[src/rtl/alu_seq.sv]
// Sequential ALU: single-cycle logic/arithmetic/shift ops plus a multi-cycle
// binary-to-BCD conversion (double dabble), one operation in flight at a time.
module alu_seq #(
  parameter int WIDTH  = 8,
  parameter int DIGITS = 3
) (
  input  logic                  clk,
  input  logic                  reset,
  input  logic                  start,
  input  logic [3:0]            operation,
  input  logic [WIDTH-1:0]      X,
  input  logic [WIDTH-1:0]      Y,
  output logic [WIDTH-1:0]      out,
  output logic                  carry_out,
  output logic [4*DIGITS-1:0]   bcd,
  output logic                  busy,
  output logic                  done
);

  localparam int CW = $clog2(WIDTH + 1);

  localparam logic [3:0] OP_Y    = 4'd0;
  localparam logic [3:0] OP_OR   = 4'd1;
  localparam logic [3:0] OP_AND  = 4'd2;
  localparam logic [3:0] OP_XOR  = 4'd3;
  localparam logic [3:0] OP_ADD  = 4'd4;
  localparam logic [3:0] OP_SUB  = 4'd5;
  localparam logic [3:0] OP_SHR  = 4'd6;
  localparam logic [3:0] OP_SHL  = 4'd7;
  localparam logic [3:0] OP_RSUB = 4'd8;
  localparam logic [3:0] OP_BCD  = 4'd9;

  typedef enum logic {IDLE, CONVERT} state_t;

  state_t                state, state_next;
  logic [CW-1:0]         step_cnt;
  logic [WIDTH-1:0]      shreg;
  logic [4*DIGITS-1:0]   digits, digits_adj, digits_next;
  logic [WIDTH-1:0]      alu_out;
  logic                  alu_carry;
  logic [WIDTH:0]        sum;
  logic                  accept, is_bcd, last_step;

  assign busy      = (state == CONVERT);
  assign accept    = start && !busy;
  assign is_bcd    = (operation == OP_BCD);
  assign last_step = busy && (step_cnt == CW'(WIDTH - 1));
  assign sum       = {1'b0, X} + {1'b0, Y};

  // NOTE: every combinational output gets a default before the case, so no
  // path leaves it unassigned and no latch is inferred.
  always_comb begin
    alu_out   = '0;
    alu_carry = 1'b0;
    case (operation)
      OP_Y:    alu_out = Y;
      OP_OR:   alu_out = X | Y;
      OP_AND:  alu_out = X & Y;
      OP_XOR:  alu_out = X ^ Y;
      OP_ADD:  {alu_carry, alu_out} = sum;
      OP_SUB:  begin alu_out = X - Y; alu_carry = (X >= Y); end
      OP_RSUB: begin alu_out = Y - X; alu_carry = (Y >= X); end
      OP_SHR:  begin alu_out = X >> 1; alu_carry = X[0]; end
      OP_SHL:  begin alu_out = X << 1; alu_carry = X[WIDTH-1]; end
      default: ;
    endcase
  end

  // One double-dabble step: correct digits >= 5, then shift in the operand MSB.
  always_comb begin
    digits_adj = digits;
    for (int i = 0; i < DIGITS; i++) begin
      if (digits[4*i +: 4] >= 4'd5)
        digits_adj[4*i +: 4] = digits[4*i +: 4] + 4'd3;
    end
  end

  assign digits_next = {digits_adj[4*DIGITS-2:0], shreg[WIDTH-1]};

  // NOTE: sequential state uses non-blocking assignments so every register
  // samples pre-edge values regardless of statement order.
  always_ff @(posedge clk or posedge reset) begin
    if (reset) state <= IDLE;
    else       state <= state_next;
  end

  always_comb begin
    state_next = state;
    case (state)
      IDLE:    if (accept && is_bcd) state_next = CONVERT;
      CONVERT: if (last_step)        state_next = IDLE;
    endcase
  end

  always_ff @(posedge clk or posedge reset) begin
    if (reset) begin
      out       <= '0;
      carry_out <= 1'b0;
      bcd       <= '0;
      done      <= 1'b0;
      step_cnt  <= '0;
      shreg     <= '0;
      digits    <= '0;
    end else begin
      done <= 1'b0;
      if (accept) begin
        if (is_bcd) begin
          shreg    <= X;
          digits   <= '0;
          step_cnt <= '0;
        end else begin
          out       <= alu_out;
          carry_out <= alu_carry;
          done      <= 1'b1;
        end
      end else if (busy) begin
        shreg    <= shreg << 1;
        digits   <= digits_next;
        step_cnt <= step_cnt + CW'(1);
        if (last_step) begin
          bcd      <= digits_next;
          done     <= 1'b1;
          step_cnt <= '0;
        end
      end
    end
  end

endmodule

[config.mk]
export PLATFORM = sky130hd
export DESIGN_NAME = alu_seq
export DESIGN_NICKNAME = d
export VERILOG_FILES = /design/src/rtl/alu_seq.sv
export SDC_FILE = /design/constraint.sdc
export NUM_CORES = 1
export LEC_CHECK = 0
export ABC_AREA = 1
export BUFFER_PORTS_ARGS = -buffer_cell sky130_fd_sc_hd__buf_2
export CAP_MARGIN = 40
export CORE_UTILIZATION = 42
export DETAILED_ROUTE_END_ITERATION = 6
export MAX_ROUTING_LAYER = met4
export PLACE_DENSITY = 0.66
export RECOVER_POWER = 100
export REMOVE_ABC_BUFFERS = 1
export SLEW_MARGIN = 20
export SYNTH_ARGS = -nofsm -noshare
export SYNTH_HDL_FRONTEND = slang
export SYNTH_SLANG_ARGS = --single-unit
[constraint.sdc]
create_clock -name clk -period 3.25 [get_ports clk]
set_clock_uncertainty 0.2 [all_clocks]
set_input_delay 0.325 -clock clk [delete_from_list [all_inputs] [get_ports clk]]
set_output_delay 0.325 -clock clk [all_outputs]
set_load 0.01 [all_outputs]
# Word level (Yosys, flattened, before mapping)
# Index checks and enable logic that the tools add are counted.
[totals]
output_inout_bits = 23
inputBits = 23
ff_bits = 47
word_cells = 68
[classes]
bitwise = 6
n_addsub = 7
n_mux = 22
n_lt_le_gt_ge = 5
n_reduce_logical = 9
n_eq_ne = 11
[op_table]
columns = ["operator", "n"]
rows = [
  ["$pmux 8 s9", 1],
  ["$mux 12", 3],
  ["$mux 4", 6],
  ["$mux 8", 3],
  ["$eq 4x3->1 const B", 5],
  ["$ge 8x8->1", 2],
  ["$sub 8x8->8", 2],
  ["$ge 4x3->1 const B", 3],
  ["$add 8x8->9", 1],
  ["$add 4x2->4 const B", 2],
  ["$and 8x8->8", 1],
  ["$eq 4x2->1 const B", 2],
  ["$eq 4x4->1 const B", 2],
  ["$or 8x8->8", 1],
  ["$xor 8x8->8", 1],
  ["$mux 1", 6],
  ["$pmux 1 s5", 1],
  ["$add 4x1->4 const B", 1],
  ["$eq 4x1->1 const B", 1],
  ["$logic_not 4->1", 1],
  ["$reduce_and 2->1", 2],
  ["$add 3x2->3 const B", 1],
  ["$logic_and 1x1->1", 3],
  ["$mux 3", 1],
  ["6 further kinds", 8],
]

# Logic depth before layout (Yosys ltp)
# Gate-level depths: netlist of the first run.
[depth]
depth_word = 5
mapped_depth = 14
depth_no_buf = 13

# Worst setup path before layout of the first run
# Ideal clock, no wire load.
[synth_timing]
kind = "in2reg"
from = "input port X[0]"
to = "register out[2]"
required_ns = 2.933
setup_slack_ns = 1.381
setup_ns = 0.117
path_stages = 7
arrival_time_ns = 1.552
n_path_buf = 0
path_cell_list = "ha_1 fa_1 or2_2 a32oi_1 nand4_1 nand2_1 nand2_1"
[synth_between]
elab_chain_cells = 2
elab_cells_between_ends = 4
cone_classes = "add/sub: 3; mux: 1"
[synth_lines]
columns = ["item", "line_no", "rtl"]
rows = [
  ["start, declared", "11", "input logic [WIDTH-1:0] X,"],
  ["$sub 8x8->8, or another cell as far along", "62", "OP_RSUB: begin alu_out = Y - X; alu_carry = (Y >= X); end"],
  ["$pmux 8 s9 (*)", "55", "case (operation)"],
  ["end signal, assigned", "112", "out <= alu_out;"],
  ["end, declared", "13", "output logic [WIDTH-1:0] out,"],
]
# Every way passes the cells marked *; elsewhere a longest branch is shown, timed or not.
# A chain may end at the register's enable or synchronous reset.

# Worst setup path in the final report of the first run
[layout_timing]
from = "register state (netlist: busy)"
to = "register step_cnt[1]"
[layout_between]
elab_chain_cells = 4
elab_cells_between_ends = 9
cone_classes = "eq/ne: 1; mux: 3; reduce/logical: 5"
[layout_lines]
columns = ["item", "line_no", "rtl"]
rows = [
  ["start, declared", "35", "state_t state, state_next;"],
  ["start signal, assigned", "84", "else state <= state_next;"],
  ["$logic_and 1x1->1 or $logic_not 1->1 (tied branches)", "47, 45", ""],
  ["$mux 4 or $logic_and 1x1->1 (tied branches)", "120, 45", ""],
  ["$mux 4, or another cell as far along", "116", "end else if (busy) begin"],
  ["$mux 4 or $reduce_and 2->1 (tied branches)", "-", ""],
  ["end signal, assigned", "119", "step_cnt <= step_cnt + CW'(1);"],
  ["end, declared", "36", "logic [CW-1:0] step_cnt;"],
]
# Parallel ways exist; a longest one is shown, timed or not. The select of a mux whose other input is x is not followed.

==> summary.txt, run 1 <==
Clock network
  • Max Buffers Root-to-Sink: 2
  • Htree depth: 2
  • CTS tree: built
  • Setup bufs post-CTS: 0
  • Worst skew pair latency: 0.30 ns
  • Root buffer cell: clkbuf_8
  • CTS sink count: 47
  • Number of buffers created by CTS: 5
  • CTS clock-pin slew for the worst setup and hold paths: 0.08 ns

Floorplanning
  • # rows: 34
  • Initial Util: 0.435
  • Core area: 8760 um^2
  • IO Pins: 46
  • Die area: 9470 um^2
  • Die W: 97.3 um
  • Die Y: 97.3 um

Drt
  • Post-route DRC: 0
  • Vias per std cell: between 5 and 6
  • Overall via count from detail_route: 3801
  • Detail Route Antenna Nets: 0
  • Final wirelength: 10800 um
  • Initial DRT Pass Iterations: 6
  • DRT iter0 DRCs: 228
  • Drt wl/cell: 15.5 um

Setup path
  • CP max FO: 27
  • Worst-path cell chain: inv_1, nand2_4, inv_1, nand2_1, nand2_4, inv_1, a22o_1
  • Worst setup SP type: flip-flop
  • Delay-heaviest family, CP: buffers and inverters
  • Crit. End Element: flip-flop
  • Slowest-stage cell, CP: dfrtp_1
  • Most frequent CP cell: inv_1
  • CP arrival: 2.49 ns
  • Crit path buf inv count: 3
  • Critical path class: flip-flop to flip-flop
  • Critical Path RT: 3.24 ns
  • CP peak stage delay: roughly 0.45 ns

Pwr
  • Peak supply drop: between 0.2 and 0.25 mV
  • Leakage: ~2.2 nW
  • Pwr Density: 596 nW/um^2

STA
  • Unrepaired setup endpoints after global routing: false
  • Slew at the pin with the worst max-slew slack: 1.02 ns
  • TNS Setup: 0 ns
  • Final Cycle Share: 0.768
  • Max Slew Vio Count: 0
  • Final Setup Violations: 0
  • Slew margin rel.: 0.316
  • F_max: between 0.4 and 0.5 GHz
  • Hold Vio Cnt, Final: 0
  • Tmin final: 2.49 ns

Global routing
  • First-pass GRT wire length: 17800 um
  • Antenna violations before repair: 0
  • Largest net degree at the start of global routing: 28
  • Vias in the first global route: 3631
  • GRT Overall Usage: 0.241
  • Congestion Overflow GR: 0

Min path
  • Worst hold path type: primary input to flip-flop

Final layout
  • Area growth syn-to-layout: 10.5%
  • Share of cells above drive strength 1: 0.0900
  • # nets final: 653
  • # diodes: 0
  • Fin cells: 697
  • Fillers: just over 900

Synthesis
  • Number of synthesized register bits: 47
  • Post-Syn Instances: 545
  • Synth Area per Inst: 7.00 um^2
  • Warnings from Yosys: 0
  • Sequential share of the synthesized area: 0.308
  • Synthesized cell area: 3820 um^2
  • Unique cell type count in the Yosys netlist: 36

Placed design
  • GPL Wtd Cong: 1.02
  • Hpwl dp: 8370 um
  • Dpl cells: 688
  • IO buf count: 45

Job
  • Max-cap violations: 0

Outcome
  • Run status: finished, final reports clean
## registers in the layout, indices dropped and copies added (netlist names)
register and flops:
digits 12, shreg 8, bcd 12, done 1, busy 1, step_cnt 4, carry_out 1, out 8
## per-stage QoR
stage	setup WS, ns	utilization	hold slack, ns	power, mW	area (um^2)
after floorplan	1.38	-	0.253	1.78	3750
after global placement	0.900	0.469	0.258	2.12	4110
after detailed placement	0.896	0.473	0.223	2.16	4140
after CTS	1.17	0.485	0.120	2.56	4250
after global routing	0.527	0.481	0.124	2.74	4220
final	0.756	0.481	0.122	2.52	4220
## where the power goes
group,total [mW],switching (mW),internal (mW)
Sequential,0.972,0.148,0.824
Clock,0.389,0.195,0.194
Combinational,1.15,0.754,0.400
## final timing paths
path | startpoint | to | slack (ns) | cells past startpoint
min in group asynchronous | reset | bcd[0] | 0.61 | 3
max in group asynchronous | reset | bcd[7] | 1.60 | 4
setup / recovery | busy | step_cnt[1] | 0.76 | 7
hold reg to reg | bcd[7] | bcd[7] | 0.28 | 2
setup reg to reg | busy | step_cnt[1] | 0.76 | 7
hold / removal | X[6] | shreg[6] | 0.12 | 3
## per-layer routing
layer,wire length (um),part of all wire,GRT usage,vias up
met5,0,0,-,-
met1,4580,0.42,0.294,1755
met4,429,0.040,0.114,0
met2,5090,0.47,0.400,155
met3,687,0.064,0.0259,35
li1,-,-,-,1856
## cells in the final DEF (no fill, tap or decap), types with 2 or more instances in the layout
cell,count
a31oi_1,6
xor2_1,6
o21ai_0,34
nand4_1,13
nor3_1,4
buf_2,22
nand3_1,42
o22ai_1,18
inv_1,67
clkbuf_8,7
nor2_1,28
fa_1,3
a21oi_1,16
nand2_1,168
inv_2,12
nand2_4,2
clkbuf_1,24
nor2_2,3
o21ai_1,5
or2_2,4
ha_1,39
dfrtp_1,47
o211ai_1,5
o21bai_1,2
## area by class of cell
cell class                      instances  area, um^2  share of cell area
Multi-Input combinational cell        408        2280               0.540
Timing Repair Buffer                   47         234              0.0555
Tap cell                              108         135              0.0320
Sequential cell                        47        1180               0.279
Clock buffer                            8         100              0.0237
Inverter                               79         297              0.0703
## cell families after synthesis
family,count (synthesis),synth area share
DFF,47,0.308
and+or+nand+nor,269,0.304
adders and majority gates,42,0.144
buffers and inverters,90,0.0941
AOI/OAI and AO/OA,91,0.136
xor gates and xnor gates,6,0.0138
## cells in the mapped netlist
cell | n | share of area
o21a_1 | 1 | 0.0020
nand3b_1 | 1 | 0.0020
o21bai_1 | 2 | 0.0039
buf_6 | 1 | 0.0030
and2_1 | 1 | 0.0016
nand4_1 | 13 | 0.021
nor2_2 | 4 | 0.0066
a31oi_1 | 6 | 0.0098
inv_1 | 63 | 0.062
inv_2 | 16 | 0.016
buf_2 | 5 | 0.0066
buf_4 | 2 | 0.0039
ha_1 | 39 | 0.13
or2_2 | 4 | 0.0066
nand2_4 | 2 | 0.0059
a22o_1 | 1 | 0.0023
nand2_1 | 167 | 0.16
nand3_1 | 42 | 0.055
o211ai_1 | 5 | 0.0098
clkbuf_1 | 3 | 0.0030
a211oi_1 | 1 | 0.0020
o22ai_1 | 18 | 0.030
nor2_1 | 27 | 0.027
o21ai_1 | 6 | 0.0079
o211a_1 | 1 | 0.0026
nor2_4 | 1 | 0.0030
nor3_1 | 4 | 0.0052
dfrtp_1 | 47 | 0.31
a21oi_1 | 16 | 0.021
fa_1 | 3 | 0.016
o21ai_0 | 33 | 0.043
nor3_2 | 1 | 0.0026
nand2_2 | 1 | 0.0016
a32oi_1 | 1 | 0.0023
nor4_1 | 1 | 0.0016
xor2_1 | 6 | 0.014
## repair_timing
action / 4_1_cts / 5_1_grt
endpoints found under the hold margin: 24 / 0
resized for setup: 0 / 0
hold buffers: 1 / 0
endpoints found under the setup margin: 0 / 0
## worst register-to-register path: stages (launching register included)
cell and delay, ns:
dfrtp_1 0.45, inv_1 0.45, nand2_4 0.16, inv_1 0.32, nand2_1 0.19, nand2_4 0.26, inv_1 0.16, a22o_1 0.21
Note: power is estimated with default switching activity, not from simulation.
==> run 2, diff against run 1 <==
--- a/config.mk
+++ b/config.mk
@@ -5,13 +5,13 @@
 export SDC_FILE = /design/constraint.sdc
 export NUM_CORES = 1
 export LEC_CHECK = 0
-export ABC_AREA = 1
+export ABC_AREA = 0
 export BUFFER_PORTS_ARGS = -buffer_cell sky130_fd_sc_hd__buf_2
 export CAP_MARGIN = 40
 export CORE_UTILIZATION = 42
 export DETAILED_ROUTE_END_ITERATION = 6
 export MAX_ROUTING_LAYER = met4
-export PLACE_DENSITY = 0.66
+export PLACE_DENSITY = 0.68
 export RECOVER_POWER = 100
 export REMOVE_ABC_BUFFERS = 1
 export SLEW_MARGIN = 20
==> constraint.sdc (replaced) <==
create_clock -name clk -period 2.1 [get_ports clk]
set_clock_uncertainty 0.2 [all_clocks]
set_input_delay 0.21 -clock clk [delete_from_list [all_inputs] [get_ports clk]]
set_output_delay 0.21 -clock clk [all_outputs]
set_load 0.01 [all_outputs]
==> run 2 against run 1 <==
Register-to-register slack worse by 0.73 ns. Via count is 16% higher. Power is 79% higher. Critical endpoint is now out[7]. Largest cell class unchanged.
==> summary.txt, run 2 <==
Setup path
  • Worst-path cell chain: buf_2, inv_1, buf_4, ha_1, o21bai_1, a21oi_1, o31ai_1, or4_1, o21a_1, a31oi_2
  • Worst setup SP type: primary input
  • CP peak stage delay: 0.42 ns
  • CP max FO: 4
  • Crit. End Element: flip-flop
  • CP arrival: 2.12 ns
  • Path depth of the worst reg2reg path: 7
  • Slowest-stage cell, CP: or4_1
  • Critical path class: primary input to flip-flop
  • Critical Path RT: 2.14 ns

Clock network
  • CTS tree: built
  • Max Buffers Root-to-Sink: 2
  • Root buffer cell: clkbuf_8
  • Htree depth: 2
  • CTS sink count: 47
  • Worst skew pair latency: 0.31 ns
  • CTS clock-pin slew for the worst setup and hold paths: 0.10 ns
  • Number of buffers created by CTS: 5

STA
  • Final Setup Violations: 0
  • Slew margin rel.: 0.419
  • Unrepaired setup endpoints after global routing: true
  • F_max: 0.482 GHz
  • Slew at the pin with the worst max-slew slack: 0.872 ns
  • Tmin final: a little over 2 ns
  • Hold slack: between 0.1 and 0.15 ns
  • Final Cycle Share: 0.989
  • Max Slew Vio Count: 0
  • Hold Vio Cnt, Final: 0

Global routing
  • GRT Overall Usage: 0.276
  • Congestion Overflow GR: 0
  • Vias in the first global route: 4448
  • Antenna violations before repair: 0
  • Largest net degree at the start of global routing: 42
  • First-pass GRT wire length: 21700 um

Placed design
  • Hpwl dp: roughly 11000 um
  • IO buf count: 45
  • GPL Wtd Cong: 0.981
  • Dpl cells: just under 800

Pwr
  • Pwr Density: just over 800 nW/um^2
  • Peak supply drop: 0.440 mV
  • Leakage: 2.62 nW

Synthesis
  • Warnings from Yosys: 0
  • Commonest register cell after synthesis: dfrtp_1
  • Post-synth top area share: 0.277
  • Synth top cells by count: 53 x nand2_1, 47 x dfrtp_1, 40 x a21oi_1, 40 x o21ai_0, 39 x ha_1
  • Synth Area per Inst: 8.22 um^2
  • Unique cell type count in the Yosys netlist: 73
  • Post-synth EDFFs: 0
  • Synthesized cell area: 4240 um^2
  • Dominant cells by area after synthesis: dfrtp_1 28%, ha_1 12%, mux2i_1 5.0%
  • Asr flop ratio synth: 1.00
  • Sequential share of the synthesized area: 0.277
  • Count leader, synth: nand2_1
  • Post-Syn Instances: slightly above 500
  • Number of synthesized register bits: 47
  • Yosys top cell by area: dfrtp_1

Drt
  • Initial DRT Pass Iterations: 5
  • Overall via count from detail_route: 4426
  • Post-route DRC: 0
  • Vias per std cell: about 5.7
  • Detail Route Antenna Nets: 0
  • DRT iter0 DRCs: 324
  • Final wirelength: 13500 um
  • Drt wl/cell: ~17 um

Outcome
  • Run status: finished, final reports clean

Final layout
  • Post-layout util: 0.564
  • Fin cells: slightly below 800
  • Share of cells above drive strength 1: 0.264
  • Area growth syn-to-layout: 30.0%
  • Top Registers: bcd: 12 flops, digits: 12 flops
  • # nets final: ~700
  • # diodes: 0
  • Commonest non-fill, non-tap cells in the layout: 106 x buf_4, 53 x nand2_1, 47 x dfrtp_1
  • Commonest non-fill, non-tap cell in the layout: buf_4

Floorplanning
  • Die area: 10500 um^2
  • Die W: between 100 and 150 um
  • # rows: 36
  • Core area: 9770 um^2
  • Die Y: 102 um
  • IO Pins: 46
  • Initial Util: 0.434

Min path
  • Worst hold path type: primary input to flip-flop
  • Hold path depth: 4

Job
  • Max-cap violations: 0
-- run 2: where the power goes --
group	internal, mW	total (mW)	switching [mW]
Combinational	1.01	2.27	1.27
Clock	0.359	0.708	0.348
Sequential	1.27	1.53	0.259
-- run 2: critical path, delay by kind of cell --
kind / cells / cell delay (ns)
compound gates: 5 / 0.96
simple gates: 1 / 0.42
buf+inv: 3 / 0.33
fa+ha+maj: 1 / 0.19
-- run 2: worst paths after layout --
| path | from | end | slack (ns) |
|---|---|---|---|
| worst max-delay path | X[1] | out[7] | 0.02 |
| worst min-delay path | X[0] | shreg[0] | 0.12 |
| worst max register to register | busy | out[6] | 0.03 |
| worst min register to register | bcd[7] | bcd[7] | 0.28 |
| max in group asynchronous | reset | out[1] | 0.26 |
| min in group asynchronous | reset | out[3] | 0.22 |
-- run 2: area by class of cell --
type / count / area, um^2
Timing Repair Buffer: 159 / 1120
Inverter: 35 / 131
Multi-Input combinational cell: 399 / 2800
Clock inverter: 3 / 46.3
Clock buffer: 5 / 68.8
Sequential cell: 47 / 1180
Tap cell: 133 / 166
Fill cell: 939 / 4260
-- run 2: routing by layer --
metal  up-vias  wire [um]  global-route usage
met5         -          0                   -
met4         0        400               0.102
met3        37        886              0.0305
met2       185       6360               0.453
met1      2113       5860               0.350
li1       2091          -                   -
-- run 2: kinds of logic (layout without fill, tap and decap cells) --
group                    Yosys count  count (layout)  share of synthesized area
AO/OA/AOI/OAI                    158             158                      0.243
XOR/XNOR                           5               5                     0.0103
adder cells (fa/ha/maj)           42              42                      0.129
buffers and inverters             70             202                     0.0717
flip-flops                        47              47                      0.277
multiplexers                      27              27                     0.0655
AND/OR/NAND/NOR                  167             167                      0.203
-- run 2: metrics by stage --
step | setup WS, ns | power [mW] | setup TNS, ns | instance area (um^2)
floorplan | -0.381 | 2.85 | -1.66 | 4070
global placement | -0.338 | 3.68 | -1.54 | 5370
detailed placement | -0.388 | 3.80 | -1.83 | 5370
CTS | 0.00843 | 4.52 | 0 | 5500
global route | -0.0835 | 4.88 | -0.245 | 5510
finish | 0.0236 | 4.51 | 0 | 5510
-- run 2: timing repair --
item                                    4_1_cts  5_1_grt
resized for setup                             2       10
pin swaps                                     0        8
setup buffers                                 0        2
endpoints found under the setup margin        2        5
endpoints found under the hold margin        47        0
hold buffers                                  1        0
==> run 3, diff against run 2 <==
--- a/config.mk
+++ b/config.mk
@@ -14,6 +14,7 @@
 export PLACE_DENSITY = 0.68
 export RECOVER_POWER = 100
 export REMOVE_ABC_BUFFERS = 1
+export SETUP_SLACK_MARGIN = 0.2
 export SLEW_MARGIN = 20
 export SYNTH_ARGS = -nofsm -noshare
 export SYNTH_HDL_FRONTEND = slang
==> run 3 against run 2 <==
Wire length is 3.1% higher. First-iteration DRC count increased by 8.6%. Setup slack improved by 0.067 ns. Sequential power about the same. Count of clock-buffer cells in the layout unchanged. Die area unchanged. Final area increased by 4.8%. Core utilization is 2.7 points higher. Sequential share of layout area fell by 0.98 points. Non-clock buffer count is 12 higher. Sequential cell count stayed put. Largest cell class unchanged. Largest power group unchanged.
==> summary.txt, run 3 (same netlist as run 2, synthesis figures left out) <==
Outcome
  • Run status: finished, final reports clean

Floorplanning
  • Die W: 102 um
  • # rows: 36
  • Die area: 10500 um^2
  • IO Pins: 46
  • Core area: a little under 10000 um^2
  • Die Y: 102 um
  • Initial Util: 0.434

Setup path
  • Worst setup SP type: primary input
  • CP max FO: 4
  • Crit. End Element: flip-flop
  • Critical path class: primary input to flip-flop
  • CP arrival: 2.05 ns
  • Critical Path RT: roughly 2.1 ns
  • Path depth of the worst reg2reg path: 7

Global routing
  • GRT Overall Usage: 0.278
  • Antenna violations before repair: 0
  • Largest net degree at the start of global routing: 42
  • Vias in the first global route: approximately 4.5k
  • Congestion Overflow GR: 0
  • First-pass GRT wire length: 21800 um

Min path
  • Worst hold path type: primary input to flip-flop
  • Hold path depth: 5

Drt
  • Drt wl/cell: around 18 um
  • Detail Route Antenna Nets: 0
  • Initial DRT Pass Iterations: 5
  • DRT iter0 DRCs: 352
  • Final wirelength: 13900 um
  • Overall via count from detail_route: about 4.5k
  • Post-route DRC: 0
  • Vias per std cell: 5.72

STA
  • Smallest setup slack after layout: 0.0907 ns
  • Unrepaired setup endpoints after global routing: true
  • Max Slew Vio Count: 0
  • Slew margin rel.: 0.415
  • Slew at the pin with the worst max-slew slack: roughly 0.9 ns
  • Hold Vio Cnt, Final: 0
  • Tmin final: ~2 ns
  • F_max: 0.498 GHz
  • Final Setup Violations: 0
  • Final Cycle Share: 0.957

Pwr
  • Total power: about 4.6 mW
  • Leakage: 2.68 nW
  • Peak supply drop: 0.419 mV
  • Pwr Density: around 800 nW/um^2

Clock network
  • CTS clock-pin slew for the worst setup and hold paths: 0.10 ns
  • CTS tree: built
  • Root buffer cell: clkbuf_8
  • Max Buffers Root-to-Sink: 2
  • Number of buffers created by CTS: 5
  • CTS sink count: 47
  • Worst skew pair latency: 0.31 ns
  • Htree depth: 2

Placed design
  • Pre-CTS WS: -0.388 ns
  • GPL Wtd Cong: 0.981
  • Hpwl dp: between 10000 and 15000 um
  • IO buf count: 45

Final layout
  • # diodes: 0
  • Top Registers: bcd: 12 flops, digits: 12 flops
  • Commonest non-fill, non-tap cells in the layout: 110 x buf_4, 53 x nand2_1, 47 x dfrtp_1
  • # nets final: between 700 and 800
  • Fillers: 913
  • Area growth syn-to-layout: 36.3%
  • Commonest non-fill, non-tap cell in the layout: buf_4
  • Share of cells above drive strength 1: 0.308

Job
  • Max-cap violations: 0
-- run 3: critical path: stages --
cell      delay (ns)
buf_2           0.13
inv_2           0.06
buf_4           0.15
ha_1            0.18
o21bai_2        0.21
a21oi_4         0.20
o31ai_2         0.11
or4_1           0.52
o21a_1          0.14
a31oi_2         0.15
-- run 3: what timing repair did --
| action | 4_1_cts | 5_1_grt |
|---|---|---|
| cloned | 0 | 0 |
| endpoints found under the hold margin | 47 | 0 |
| setup buffers | 4 | 10 |
| setup endpoints to repair | 7 | 15 |
| resized for setup | 23 | 38 |
| pin swaps | 15 | 18 |
| hold buffers | 1 | 0 |
-- run 3: metrics by stage --
stage                     hold slack [ns]   util  cell area, um^2  TNS [ns]  std cells
after floorplan                     0.207      -             4070     -1.66        481
after global placement            -0.0453  0.549             5370     -1.54        770
after detailed placement          -0.0441  0.549             5370     -1.83        770
after CTS                           0.117  0.574             5610         0        783
after global routing                0.169  0.591             5780   -0.0675        793
final                               0.161  0.591             5780         0        793
-- run 3: power breakdown --
part / internal, mW / total [mW] / leakage, nW / switching [mW]
combinational: 1.07 / 2.39 / 2.02 / 1.32
sequential: 1.27 / 1.53 / 0.602 / 0.266
clock: 0.360 / 0.711 / 0.0548 / 0.351
-- run 3: per-layer routing --
metal,global-route usage,vias to the layer above,part of all wire
li1,-,2118,-
met1,0.351,2189,0.43
met2,0.456,184,0.48
met3,0.0325,42,0.061
met4,0.100,0,0.032
met5,-,-,0
-- run 3: path summary, 6_finish.rpt --
| kind | start | endpoint | slack [ns] |
|---|---|---|---|
| worst min-delay path | X[0] | shreg[0] | 0.16 |
| worst max-delay path | X[1] | out[7] | 0.09 |
| min in group asynchronous | reset | out[5] | 0.22 |
| max in group asynchronous | reset | out[1] | 0.26 |
| worst min register to register | bcd[7] | bcd[7] | 0.28 |
| worst max register to register | busy | carry_out | 0.10 |
-- run 3: layout make-up --
class                   instances  area [um^2]  area share
clock buffers                   5         68.8      0.0119
multi-input cells             399         2950       0.511
inverters                      35          134      0.0232
well taps                     133          166      0.0288
repair buffers                171         1230       0.214
clock inverters                 3         46.3     0.00801
flip-flops and latches         47         1180       0.204
